--- config.mk ---
export PLATFORM = sky130hd
export DESIGN_NAME = reg_ctx_sequencer_flat
export DESIGN_NICKNAME = d
export VERILOG_FILES = /design/src/rtl/reg_ctx_sequencer_pkg.sv /design/src/rtl/reg_ctx_sequencer_if.sv /design/src/rtl/reg_ctx_sequencer.sv /design/src/flat_wrapper.sv
export SDC_FILE = /design/constraint.sdc
export NUM_CORES = 1
export LEC_CHECK = 0
export CORE_MARGIN = 4
export CORE_UTILIZATION = 34
export CTS_BUF_LIST = sky130_fd_sc_hd__clkbuf_4 sky130_fd_sc_hd__clkbuf_8
export DETAILED_ROUTE_END_ITERATION = 10
export GPL_TIMING_DRIVEN = 1
export HOLD_SLACK_MARGIN = 0.15
export PLACE_DENSITY = 0.72
export SLEW_MARGIN = 20
export SYNTH_ARGS = -nofsm -noshare
export SYNTH_HDL_FRONTEND = slang
export SYNTH_SLANG_ARGS = --single-unit
--- constraint.sdc ---
create_clock -name clk_i -period 1.9 [get_ports clk_i]
set_input_delay 0.38 -clock clk_i [delete_from_list [all_inputs] [get_ports clk_i]]
set_output_delay 0.38 -clock clk_i [all_outputs]
set_load 0.05 [all_outputs]
--- src/rtl/reg_ctx_sequencer_pkg.sv ---
// Shared types and sizing for the register-context sequencer: state encoding
// and the architectural register index range that a transfer walks.
package reg_ctx_sequencer_pkg;

    localparam int NUM_REGS = 32;
    localparam int ADDR_W   = 5;
    localparam int DATA_W   = 32;
    localparam int CTX_W    = 2;

    // x0 is hardwired zero, so a transfer covers x1..x(NUM_REGS-1) only
    localparam logic [ADDR_W-1:0] FIRST_IDX = 5'd1;
    localparam logic [ADDR_W-1:0] LAST_IDX  = 5'(NUM_REGS - 1);

    typedef enum logic [2:0] {
        IDLE   = 3'd0,
        SV_RD  = 3'd1,
        SV_WR  = 3'd2,
        RS_RD  = 3'd3,
        RS_WR  = 3'd4,
        FINISH = 3'd5
    } state_e;

endpackage

--- src/rtl/reg_ctx_sequencer_if.sv ---
// Bundle of request, register-file secondary port and register-memory port
// signals; master is the sequencer, slave is the surrounding pipeline/memories.
interface reg_ctx_sequencer_if;
    import reg_ctx_sequencer_pkg::*;

    logic                    save_req;
    logic                    restore_req;
    logic [CTX_W-1:0]        ctx_id;
    logic                    busywait;
    logic                    done;
    logic [ADDR_W-1:0]       rf_addr;
    logic [DATA_W-1:0]       rf_rdata;
    logic                    rf_wen;
    logic [DATA_W-1:0]       rf_wdata;
    logic [CTX_W+ADDR_W-1:0] rm_addr;
    logic                    rm_read;
    logic                    rm_write;
    logic [DATA_W-1:0]       rm_wdata;
    logic [DATA_W-1:0]       rm_rdata;
    logic                    rm_busywait;

    modport master (
        input  save_req, restore_req, ctx_id, rf_rdata, rm_rdata, rm_busywait,
        output busywait, done, rf_addr, rf_wen, rf_wdata,
               rm_addr, rm_read, rm_write, rm_wdata
    );

    modport slave (
        output save_req, restore_req, ctx_id, rf_rdata, rm_rdata, rm_busywait,
        input  busywait, done, rf_addr, rf_wen, rf_wdata,
               rm_addr, rm_read, rm_write, rm_wdata
    );

endinterface

--- src/rtl/reg_ctx_sequencer.sv ---
// Walks x1..x31 between the register file secondary port and one bank of the
// register memory, stalling the pipeline until the whole context has moved.
module reg_ctx_sequencer
    import reg_ctx_sequencer_pkg::*;
(
    input  logic                 clk_i,
    input  logic                 rst_i,
    reg_ctx_sequencer_if.master  bus
);

    state_e                  state_q, state_d;
    logic [ADDR_W-1:0]       idx_q, idx_d;
    logic [CTX_W-1:0]        ctx_q, ctx_d;

    logic                    busywait_q, busywait_d;
    logic                    done_q, done_d;
    logic [ADDR_W-1:0]       rf_addr_q, rf_addr_d;
    logic                    rf_wen_q, rf_wen_d;
    logic [DATA_W-1:0]       rf_wdata_q, rf_wdata_d;
    logic [CTX_W+ADDR_W-1:0] rm_addr_q, rm_addr_d;
    logic                    rm_read_q, rm_read_d;
    logic                    rm_write_q, rm_write_d;
    logic [DATA_W-1:0]       rm_wdata_q, rm_wdata_d;

    // Next state, index and latched bank; the FINISH test precedes the increment
    always_comb begin
        state_d = state_q;
        idx_d   = idx_q;
        ctx_d   = ctx_q;
        case (state_q)
            IDLE: begin
                if (bus.save_req) begin
                    state_d = SV_RD;
                    ctx_d   = bus.ctx_id;
                    idx_d   = FIRST_IDX;
                end else if (bus.restore_req) begin
                    state_d = RS_RD;
                    ctx_d   = bus.ctx_id;
                    idx_d   = FIRST_IDX;
                end else begin
                    state_d = IDLE;
                end
            end
            SV_RD: state_d = SV_WR;
            SV_WR: begin
                if (bus.rm_busywait) begin
                    state_d = SV_WR;
                end else if (idx_q == LAST_IDX) begin
                    state_d = FINISH;
                end else begin
                    idx_d   = idx_q + 5'd1;
                    state_d = SV_RD;
                end
            end
            RS_RD: begin
                if (bus.rm_busywait) begin
                    state_d = RS_RD;
                end else begin
                    state_d = RS_WR;
                end
            end
            RS_WR: begin
                if (idx_q == LAST_IDX) begin
                    state_d = FINISH;
                end else begin
                    idx_d   = idx_q + 5'd1;
                    state_d = RS_RD;
                end
            end
            FINISH: begin
                state_d = IDLE;
                idx_d   = FIRST_IDX;
            end
            default: begin
                state_d = IDLE;
                idx_d   = FIRST_IDX;
            end
        endcase
    end

    // Output values for the coming state, so every port is a flop
    always_comb begin
        busywait_d = (state_d != IDLE);
        done_d     = 1'b0;
        rf_addr_d  = {ADDR_W{1'b0}};
        rf_wen_d   = 1'b0;
        rf_wdata_d = {DATA_W{1'b0}};
        rm_addr_d  = {(CTX_W+ADDR_W){1'b0}};
        rm_read_d  = 1'b0;
        rm_write_d = 1'b0;
        rm_wdata_d = {DATA_W{1'b0}};
        case (state_d)
            SV_RD: rf_addr_d = idx_d;
            SV_WR: begin
                rm_write_d = 1'b1;
                rm_addr_d  = {ctx_d, idx_d};
                // capture on entry, then hold steady while the memory stalls
                if (state_q == SV_RD) begin
                    rm_wdata_d = bus.rf_rdata;
                end else begin
                    rm_wdata_d = rm_wdata_q;
                end
            end
            RS_RD: begin
                rm_read_d = 1'b1;
                rm_addr_d = {ctx_d, idx_d};
            end
            RS_WR: begin
                rf_wen_d   = 1'b1;
                rf_addr_d  = idx_d;
                rf_wdata_d = bus.rm_rdata;
            end
            FINISH: done_d = 1'b1;
            default: done_d = 1'b0;
        endcase
    end

    // State and output registers
    always_ff @(posedge clk_i) begin
        if (rst_i) begin
            state_q    <= IDLE;
            idx_q      <= FIRST_IDX;
            ctx_q      <= {CTX_W{1'b0}};
            busywait_q <= 1'b0;
            done_q     <= 1'b0;
            rf_addr_q  <= {ADDR_W{1'b0}};
            rf_wen_q   <= 1'b0;
            rf_wdata_q <= {DATA_W{1'b0}};
            rm_addr_q  <= {(CTX_W+ADDR_W){1'b0}};
            rm_read_q  <= 1'b0;
            rm_write_q <= 1'b0;
            rm_wdata_q <= {DATA_W{1'b0}};
        end else begin
            state_q    <= state_d;
            idx_q      <= idx_d;
            ctx_q      <= ctx_d;
            busywait_q <= busywait_d;
            done_q     <= done_d;
            rf_addr_q  <= rf_addr_d;
            rf_wen_q   <= rf_wen_d;
            rf_wdata_q <= rf_wdata_d;
            rm_addr_q  <= rm_addr_d;
            rm_read_q  <= rm_read_d;
            rm_write_q <= rm_write_d;
            rm_wdata_q <= rm_wdata_d;
        end
    end

    assign bus.busywait = busywait_q;
    assign bus.done     = done_q;
    assign bus.rf_addr  = rf_addr_q;
    assign bus.rf_wen   = rf_wen_q;
    assign bus.rf_wdata = rf_wdata_q;
    assign bus.rm_addr  = rm_addr_q;
    assign bus.rm_read  = rm_read_q;
    assign bus.rm_write = rm_write_q;
    assign bus.rm_wdata = rm_wdata_q;

endmodule

--- src/flat_wrapper.sv ---
// flat-port wrapper written by rule: the top's interface ports become plain ports
module reg_ctx_sequencer_flat import reg_ctx_sequencer_pkg::*;
  (clk_i, rst_i, bus_save_req, bus_restore_req, bus_ctx_id, bus_rf_rdata, bus_rm_rdata, bus_rm_busywait, bus_busywait, bus_done, bus_rf_addr, bus_rf_wen, bus_rf_wdata, bus_rm_addr, bus_rm_read, bus_rm_write, bus_rm_wdata);
  reg_ctx_sequencer_if bus_i ();
  input  logic clk_i;
  input  logic rst_i;
  input wire logic [$bits(bus_i.save_req)-1:0] bus_save_req;
  input wire logic [$bits(bus_i.restore_req)-1:0] bus_restore_req;
  input wire logic [$bits(bus_i.ctx_id)-1:0] bus_ctx_id;
  input wire logic [$bits(bus_i.rf_rdata)-1:0] bus_rf_rdata;
  input wire logic [$bits(bus_i.rm_rdata)-1:0] bus_rm_rdata;
  input wire logic [$bits(bus_i.rm_busywait)-1:0] bus_rm_busywait;
  output wire logic [$bits(bus_i.busywait)-1:0] bus_busywait;
  output wire logic [$bits(bus_i.done)-1:0] bus_done;
  output wire logic [$bits(bus_i.rf_addr)-1:0] bus_rf_addr;
  output wire logic [$bits(bus_i.rf_wen)-1:0] bus_rf_wen;
  output wire logic [$bits(bus_i.rf_wdata)-1:0] bus_rf_wdata;
  output wire logic [$bits(bus_i.rm_addr)-1:0] bus_rm_addr;
  output wire logic [$bits(bus_i.rm_read)-1:0] bus_rm_read;
  output wire logic [$bits(bus_i.rm_write)-1:0] bus_rm_write;
  output wire logic [$bits(bus_i.rm_wdata)-1:0] bus_rm_wdata;
  assign bus_i.save_req = bus_save_req;
  assign bus_i.restore_req = bus_restore_req;
  assign bus_i.ctx_id = bus_ctx_id;
  assign bus_i.rf_rdata = bus_rf_rdata;
  assign bus_i.rm_rdata = bus_rm_rdata;
  assign bus_i.rm_busywait = bus_rm_busywait;
  assign bus_busywait = bus_i.busywait;
  assign bus_done = bus_i.done;
  assign bus_rf_addr = bus_i.rf_addr;
  assign bus_rf_wen = bus_i.rf_wen;
  assign bus_rf_wdata = bus_i.rf_wdata;
  assign bus_rm_addr = bus_i.rm_addr;
  assign bus_rm_read = bus_i.rm_read;
  assign bus_rm_write = bus_i.rm_write;
  assign bus_rm_wdata = bus_i.rm_wdata;
  reg_ctx_sequencer u_core (.clk_i(clk_i), .rst_i(rst_i), .bus(bus_i));
endmodule
==> results by group, run 1 <==
Clock network
  – Clock root buffer master: clkbuf_8
  – Max H-tree Level: 3
  – Clk_lat worst skew: 360 ps
  – Num CTS Buffers: 9
  – CTS Buffer Depth: 2
  – Clk sinks: 91
  – Clock slew at reported path FFs: 90 ps
  – CTS tree: done

Setup path
  – Crit path from: u_core.bus.rm_addr[5]
  – R2R Path Start: u_core.state_q[2]
  – CP bufs+invs: 1
  – CP Cell Sequence: clkdlybuf4s50_1
  – Critical path's slowest cell: clkdlybuf4s50_1
  – CP Launch Type: flop
  – Critical path class: flop to output pin
  – Max FO, Critical Path: 1
  – CP Capture Type: output pin
  – Data arrival time of the worst path: 1470 ps
  – WP data required: 1520 ps
  – CP delay by family, top: buffers and inverters
  – CP peak stage delay: 800 ps

Timing
  – Max frequency: 0.540 GHz
  – Least-Margin Pin Slew: 539 ps
  – Setup_tns: 0 ps
  – Tcrit/Tclk final: 0.974
  – Final hold vios: 0
  – Minimum clock period: 1850 ps
  – Final hold slack: 454 ps
  – Slew margin rel.: 0.640
  – Setup violations, final: 0
  – Clk_skew: 14.7 ps
  – RSZ-0062 raised after global routing: yes
  – Slew Viols, Final: 0

Pwr
  – Switching portion of total power: 0.298
  – Pint: 2.81 mW
  – Clock power frac: 0.313
  – Worst vdd ir: 426 µV
  – Sw Pwr: 1.19 mW
  – Cell Pwr Density: 789 nW/µm²
  – Combinational power share: 0.191
  – Reg power frac: 0.497
  – Total power: 4.00 mW
  – Leakage power total: 2.57 nW

Global routing
  – Initial antenna violation count: 0
  – GR Util All Layers: 0.152
  – First-pass GRT wire length: 12.6 mm
  – Vias in the first global route: 2,607
  – Largest net degree at the start of global routing: 34
  – Remaining global-route overflow: 0

Yosys
  – Yosys top cell area share: 0.601
  – Number of synthesized flops with an enable pin: 0
  – Number of synthesized register bits: 91
  – Syn_nets: 389
  – Synthesized cell area: 3030 µm²
  – Ys async rst share: 0
  – Synth area leader: dfxtp_1
  – Synth Flop Type: dfxtp_1
  – Top cells by area, synth: dfxtp_1 (60%), nand2_1 (8.0%), and2_1 (7.2%)
  – Register area share after synthesis: 0.601
  – Synthesized instance count: 317
  – Warnings from Yosys: 0
  – Syn Area/Cell: 9.56 µm²
  – Cell variety after synth: 43

Route
  – DRT Wirelength: 8.29 mm
  – WL/cell: 13.9 µm
  – Vias after detailed routing: 2,749
  – DRC: 0
  – Routed Antenna Nets: 0
  – Drt first pass iters: 4
  – Vias per inst: 4.60
  – Initial DRC count: 59

Final layout
  – N_diodes: 0
  – Commonest non-fill, non-tap cell in the layout: dfxtp_1
  – P&R area growth vs syn: 67.3%
  – Layout cell share with drive strength beyond 1: 0.139
  – Final Net Count: 556
  – Commonest cells after routing, fill and taps aside: dfxtp_1 (88), clkdlybuf4s50_1 (84), nand2_1 (64), and2_1 (35)
  – Final Instance Area: 5070 µm²
  – Post-layout util: 0.584

Flow run
  – Max-cap violations: 0

Floorplan
  – # IOs: 152
  – Die Y-Extent: 102 µm
  – Initial Util: 0.349
  – Core Box Area: 8680 µm²
  – # rows: 34
  – Die width: 102 µm
  – Die area: 10,500 µm²

Placement
  – Count of input and output buffers: 151
  – RePlAce Congestion: 0.868
  – HPWL after DPL: 6.05 mm
  – DP Area: 4720 µm²

Run status
  – Status: complete, no violations

Worst hold path
  – Hold WC Path Type: flop to flop
  – Hold path start: u_core.bus.rm_wdata[31]
## registers in the layout, summed over array words and instances (netlist names)
| register | count |
|---|---|
| u_core.bus.rf_wen | 1 |
| u_core.bus.rf_wdata | 32 |
| u_core.state_q | 3 |
| u_core.bus.rm_write | 1 |
| u_core.bus.rm_wdata | 32 |
| u_core.bus.rm_addr | 7 |
| u_core.bus.rf_addr | 5 |
| u_core.bus.done | 1 |
| u_core.idx_q | 5 |
| u_core.bus.rm_read | 1 |
| u_core.ctx_q | 2 |
| u_core.bus.busywait | 1 |
## power by group through the flow
stage                     combinational, mW  clock [mW]  sequential, mW
after floorplan                       0.250           0            2.18
after global placement                0.738           0            2.03
after detailed placement              0.746           0            2.03
after CTS                             0.740        1.31            1.99
after global routing                  0.821        1.38            1.99
final                                 0.762        1.25            1.99
## metal layers
layer  part of all wire  up-vias  global-route usage  routed length (µm)
li1                   -     1375                   -                   -
met1               0.42     1239               0.187                3510
met2               0.46      119               0.250                3840
met3              0.094       16              0.0464                 782
met4              0.019        0              0.0545                 157
met5                  0        -                   0                   0
## Yosys cell counts, drive strengths merged (2+ instances only)
| library cell | n |
|---|---|
| o32a | 2 |
| clkbuf | 8 |
| dfxtp | 91 |
| a21oi | 35 |
| and2 | 35 |
| or4b | 2 |
| nand2 | 66 |
| nor3b | 2 |
| nor3 | 2 |
| nand3 | 4 |
| o21ai | 2 |
| nor2b | 5 |
| o21a | 4 |
| or3 | 3 |
| buf | 11 |
| nand2b | 2 |
| nor2 | 16 |
| inv | 6 |
| mux2i | 2 |
## final timing paths
kind	depth (start not counted)	end	slack, ps
worst min-delay path	2	u_core.bus.rm_wdata[31]	450
worst max register to register	6	u_core.bus.rf_addr[2]	50
worst min register to register	2	u_core.bus.rm_wdata[31]	450
worst max-delay path	1	bus_rm_addr[5]	50
## worst min-delay path, delay by kind of cell (launching register included)
family	cells	cell delay (ps)
AOI/OAI and AO/OA	1	50
and+or+nand+nor	1	50
DFF	1	310
## timing repair
action,in CTS,in global routing
hold buffers,0,0
resized for setup,34,52
setup buffers,0,4
pin swaps,0,4
setup endpoints to repair,61,102
## cells by family (layout without fill, tap and decap cells)
| group | Yosys count | after routing | share of synthesized area |
|---|---|---|---|
| DFF | 91 | 91 | 0.601 |
| xor gates and xnor gates | 1 | 1 | 0.00289 |
| adders and majority gates | 1 | 1 | 0.00413 |
| AOI/OAI and AO/OA | 55 | 55 | 0.113 |
| and+or+nand+nor | 142 | 142 | 0.230 |
| muxes | 2 | 2 | 0.00660 |
| buffers and inverters | 25 | 197 | 0.0425 |
## final cells by class
cell class | count | area, µm²
multi-input combinational | 201 | 1150
fill | 777 | 3610
timing repair buffer | 175 | 1740
clock inverter | 7 | 63.8
tap | 108 | 135
sequential | 91 | 1830
inverter | 6 | 26.3
clock buffer | 9 | 124
## through the flow
stage                     setup slack (ps)  instances
final                                 49.2        597
after global routing                 -32.1        597
after CTS                             3.01        593
after detailed placement              -413        577
after global placement                -364        577
after floorplan                        102        317
Power figures use the tool's default switching activity.
==> run 2, diff against run 1 <==
--- a/config.mk
+++ b/config.mk
@@ -16,3 +16,4 @@
 export SYNTH_ARGS = -nofsm -noshare
 export SYNTH_HDL_FRONTEND = slang
 export SYNTH_SLANG_ARGS = --single-unit
+export TNS_END_PERCENT = 10
==> run 2 against run 1 <==
Against the previous run:
- clock skew hardly changed
- critical path type unchanged
- via count is 0.25% lower
- largest cell class unchanged
- maximum frequency hardly changed
- critical endpoint unchanged
- highest routed layer unchanged
- clock power hardly changed
- setup slack hardly changed
==> results by group, run 2 (synthesized netlist as in run 1, its figures left out) <==
Floorplan
  – Die Y-Extent: 102 µm (unchanged)
  – Die area: 10,500 µm² (unchanged)
  – # IOs: 152 (unchanged)
  – Initial Util: 0.349 (unchanged)
  – Die width: 102 µm (unchanged)
  – Core Box Area: 8680 µm² (unchanged)
  – # rows: 34 (unchanged)

Final layout
  – Commonest non-fill, non-tap cell in the layout: dfxtp_1
  – Fillers: 782 (+0.64%)
  – Layout cell share with drive strength beyond 1: 0.131 (-0.00818)
  – Final Net Count: 556 (unchanged)
  – N_diodes: 0 (unchanged)
  – Commonest cells after routing, fill and taps aside: dfxtp_1 (88), clkdlybuf4s50_1 (85), nand2_1 (64), and2_1 (35), a21oi_1 (34)
  – Final Instance Area: 5040 µm² (-0.54%)
  – P&R area growth vs syn: 66.4%

Setup path
  – CP peak stage delay: 800 ps (about the same)
  – Worst reg2reg endpoint: u_core.bus.rf_addr[2]
  – Critical path's slowest cell: clkdlybuf4s50_1
  – CP Launch Type: flop
  – Critical path class: flop to output pin
  – Reg-to-reg setup timing slack: 60 ps (about the same)
  – R2r worst-path depth: 6 (unchanged)
  – CP Capture Type: output pin
  – CP Cell Sequence: clkdlybuf4s50_1
  – R2R Path Start: u_core.state_q[2]
  – WP data required: 1520 ps (about the same)
  – Crit path from: u_core.bus.rm_addr[5]
  – Data arrival time of the worst path: 1470 ps (about the same)
  – CP delay by family, top: buffers and inverters
  – Max FO, Critical Path: 1 (unchanged)
  – CP bufs+invs: 1 (unchanged)

Route
  – Initial DRC count: 68 (+15%)
  – Vias after detailed routing: 2,742 (-0.25%)
  – Drt first pass iters: 4 (unchanged)
  – DRT Wirelength: 8.27 mm (-0.33%)
  – WL/cell: 13.8 µm (-0.33%)
  – Vias per inst: 4.59 (-0.25%)
  – Routed Antenna Nets: 0 (unchanged)
  – DRC: 0 (unchanged)

Pwr
  – Leakage power total: 2.56 nW (-0.50%)
  – Worst vdd ir: 425 µV (-0.21%)
  – Cell Pwr Density: 791 nW/µm² (+0.34%)
  – Total power: 3.99 mW (-0.20%)

Timing
  – Final hold vios: 0 (unchanged)
  – Setup violations, final: 0 (unchanged)
  – RSZ-0062 raised after global routing: yes
  – Minimum clock period: 1850 ps (+0.405 ps)
  – Slew Viols, Final: 0 (unchanged)
  – Tcrit/Tclk final: 0.974 (about the same)
  – Least-Margin Pin Slew: 539 ps (-0.000358 ps)
  – Clk_skew: 14.5 ps (-0.159 ps)
  – Max frequency: 0.540 GHz (about the same)
  – Slew margin rel.: 0.640 (about the same)

Flow run
  – Max-cap violations: 0 (unchanged)

Clock network
  – Clock root buffer master: clkbuf_8
  – CTS tree: done
  – CTS Buffer Depth: 2 (unchanged)
  – Clk_lat worst skew: 360 ps (about the same)
  – Max H-tree Level: 3 (unchanged)
  – Hold_buf cts: 0 (unchanged)
  – Clock slew at reported path FFs: 90 ps (about the same)
  – Num CTS Buffers: 9 (unchanged)
  – Clk sinks: 91 (unchanged)

Placement
  – RePlAce Congestion: 0.868 (unchanged)
  – HPWL after DPL: 6.05 mm (unchanged)
  – DP Area: 4720 µm² (unchanged)
  – Count of input and output buffers: 151 (unchanged)

Worst hold path
  – Hold WC Path Type: flop to flop
  – Hold path start: u_core.bus.rm_wdata[31]
  – Sink of the worst hold path: u_core.bus.rm_wdata[31]
  – Min-Delay Path Depth: 2 (unchanged)

Global routing
  – Remaining global-route overflow: 0 (unchanged)
  – Initial antenna violation count: 0 (unchanged)
  – First-pass GRT wire length: 12.6 mm (unchanged)
  – Largest net degree at the start of global routing: 34 (unchanged)
  – Vias in the first global route: 2,607 (unchanged)
  – GR Util All Layers: 0.152 (unchanged)

Run status
  – Status: complete, no violations
## run 2: repair_timing
item	in CTS	in global routing
cloned	0	0
pin swaps	0	3
buffers inserted	0	4
resized for setup	34	46
endpoints found under the setup margin	61	102
## run 2: area by class of cell
cell class	count	area, µm²	area share
tap	108	135	0.0268
timing repair buffer	175	1740	0.345
clock buffer	9	124	0.0246
inverter	6	26.3	0.00521
sequential	91	1830	0.362
clock inverter	7	63.8	0.0127
multi-input combinational	201	1120	0.223
## run 2: per-stage QoR
stage	TNS, ps	std cells	hold WS [ps]	util	setup WS, ps
2_1_floorplan	0	317	456	-	102
3_3_place_gp	-24150	577	441	0.544	-364
3_5_place_dp	-26050	577	448	0.544	-413
4_1_cts	0	593	460	0.562	3.01
5_1_grt	-421	597	479	0.581	-35.2
6_report	0	597	454	0.581	48.8
## run 2: how the worst max path moves through the flow
stage / slack, ps / endpoint / cells past startpoint
global placement: -360 / u_core.bus.rf_wdata[0] / 6
floorplan: 100 / u_core.bus.rm_wdata[22] / 10
detailed placement: -410 / u_core.bus.rf_wdata[31] / 6
CTS: 3 / bus_rf_wdata[11] / 1
finish: 50 / bus_rm_addr[5] / 1
global route: -40 / u_core.bus.rf_addr[1] / 7
## run 2: power breakdown
group | internal, mW | switching (mW) | total, mW
Sequential | 1.96 | 0.0224 | 1.99
Combinational | 0.334 | 0.421 | 0.755
Clock | 0.508 | 0.743 | 1.25
## run 2: per-layer routing
metal / GRT usage / vias to the layer above / part of all wire
met4: 0.0545 / 0 / 0.019
li1: - / 1375 / -
met2: 0.250 / 128 / 0.46
met3: 0.0464 / 18 / 0.097
met5: 0 / - / 0
met1: 0.187 / 1221 / 0.42
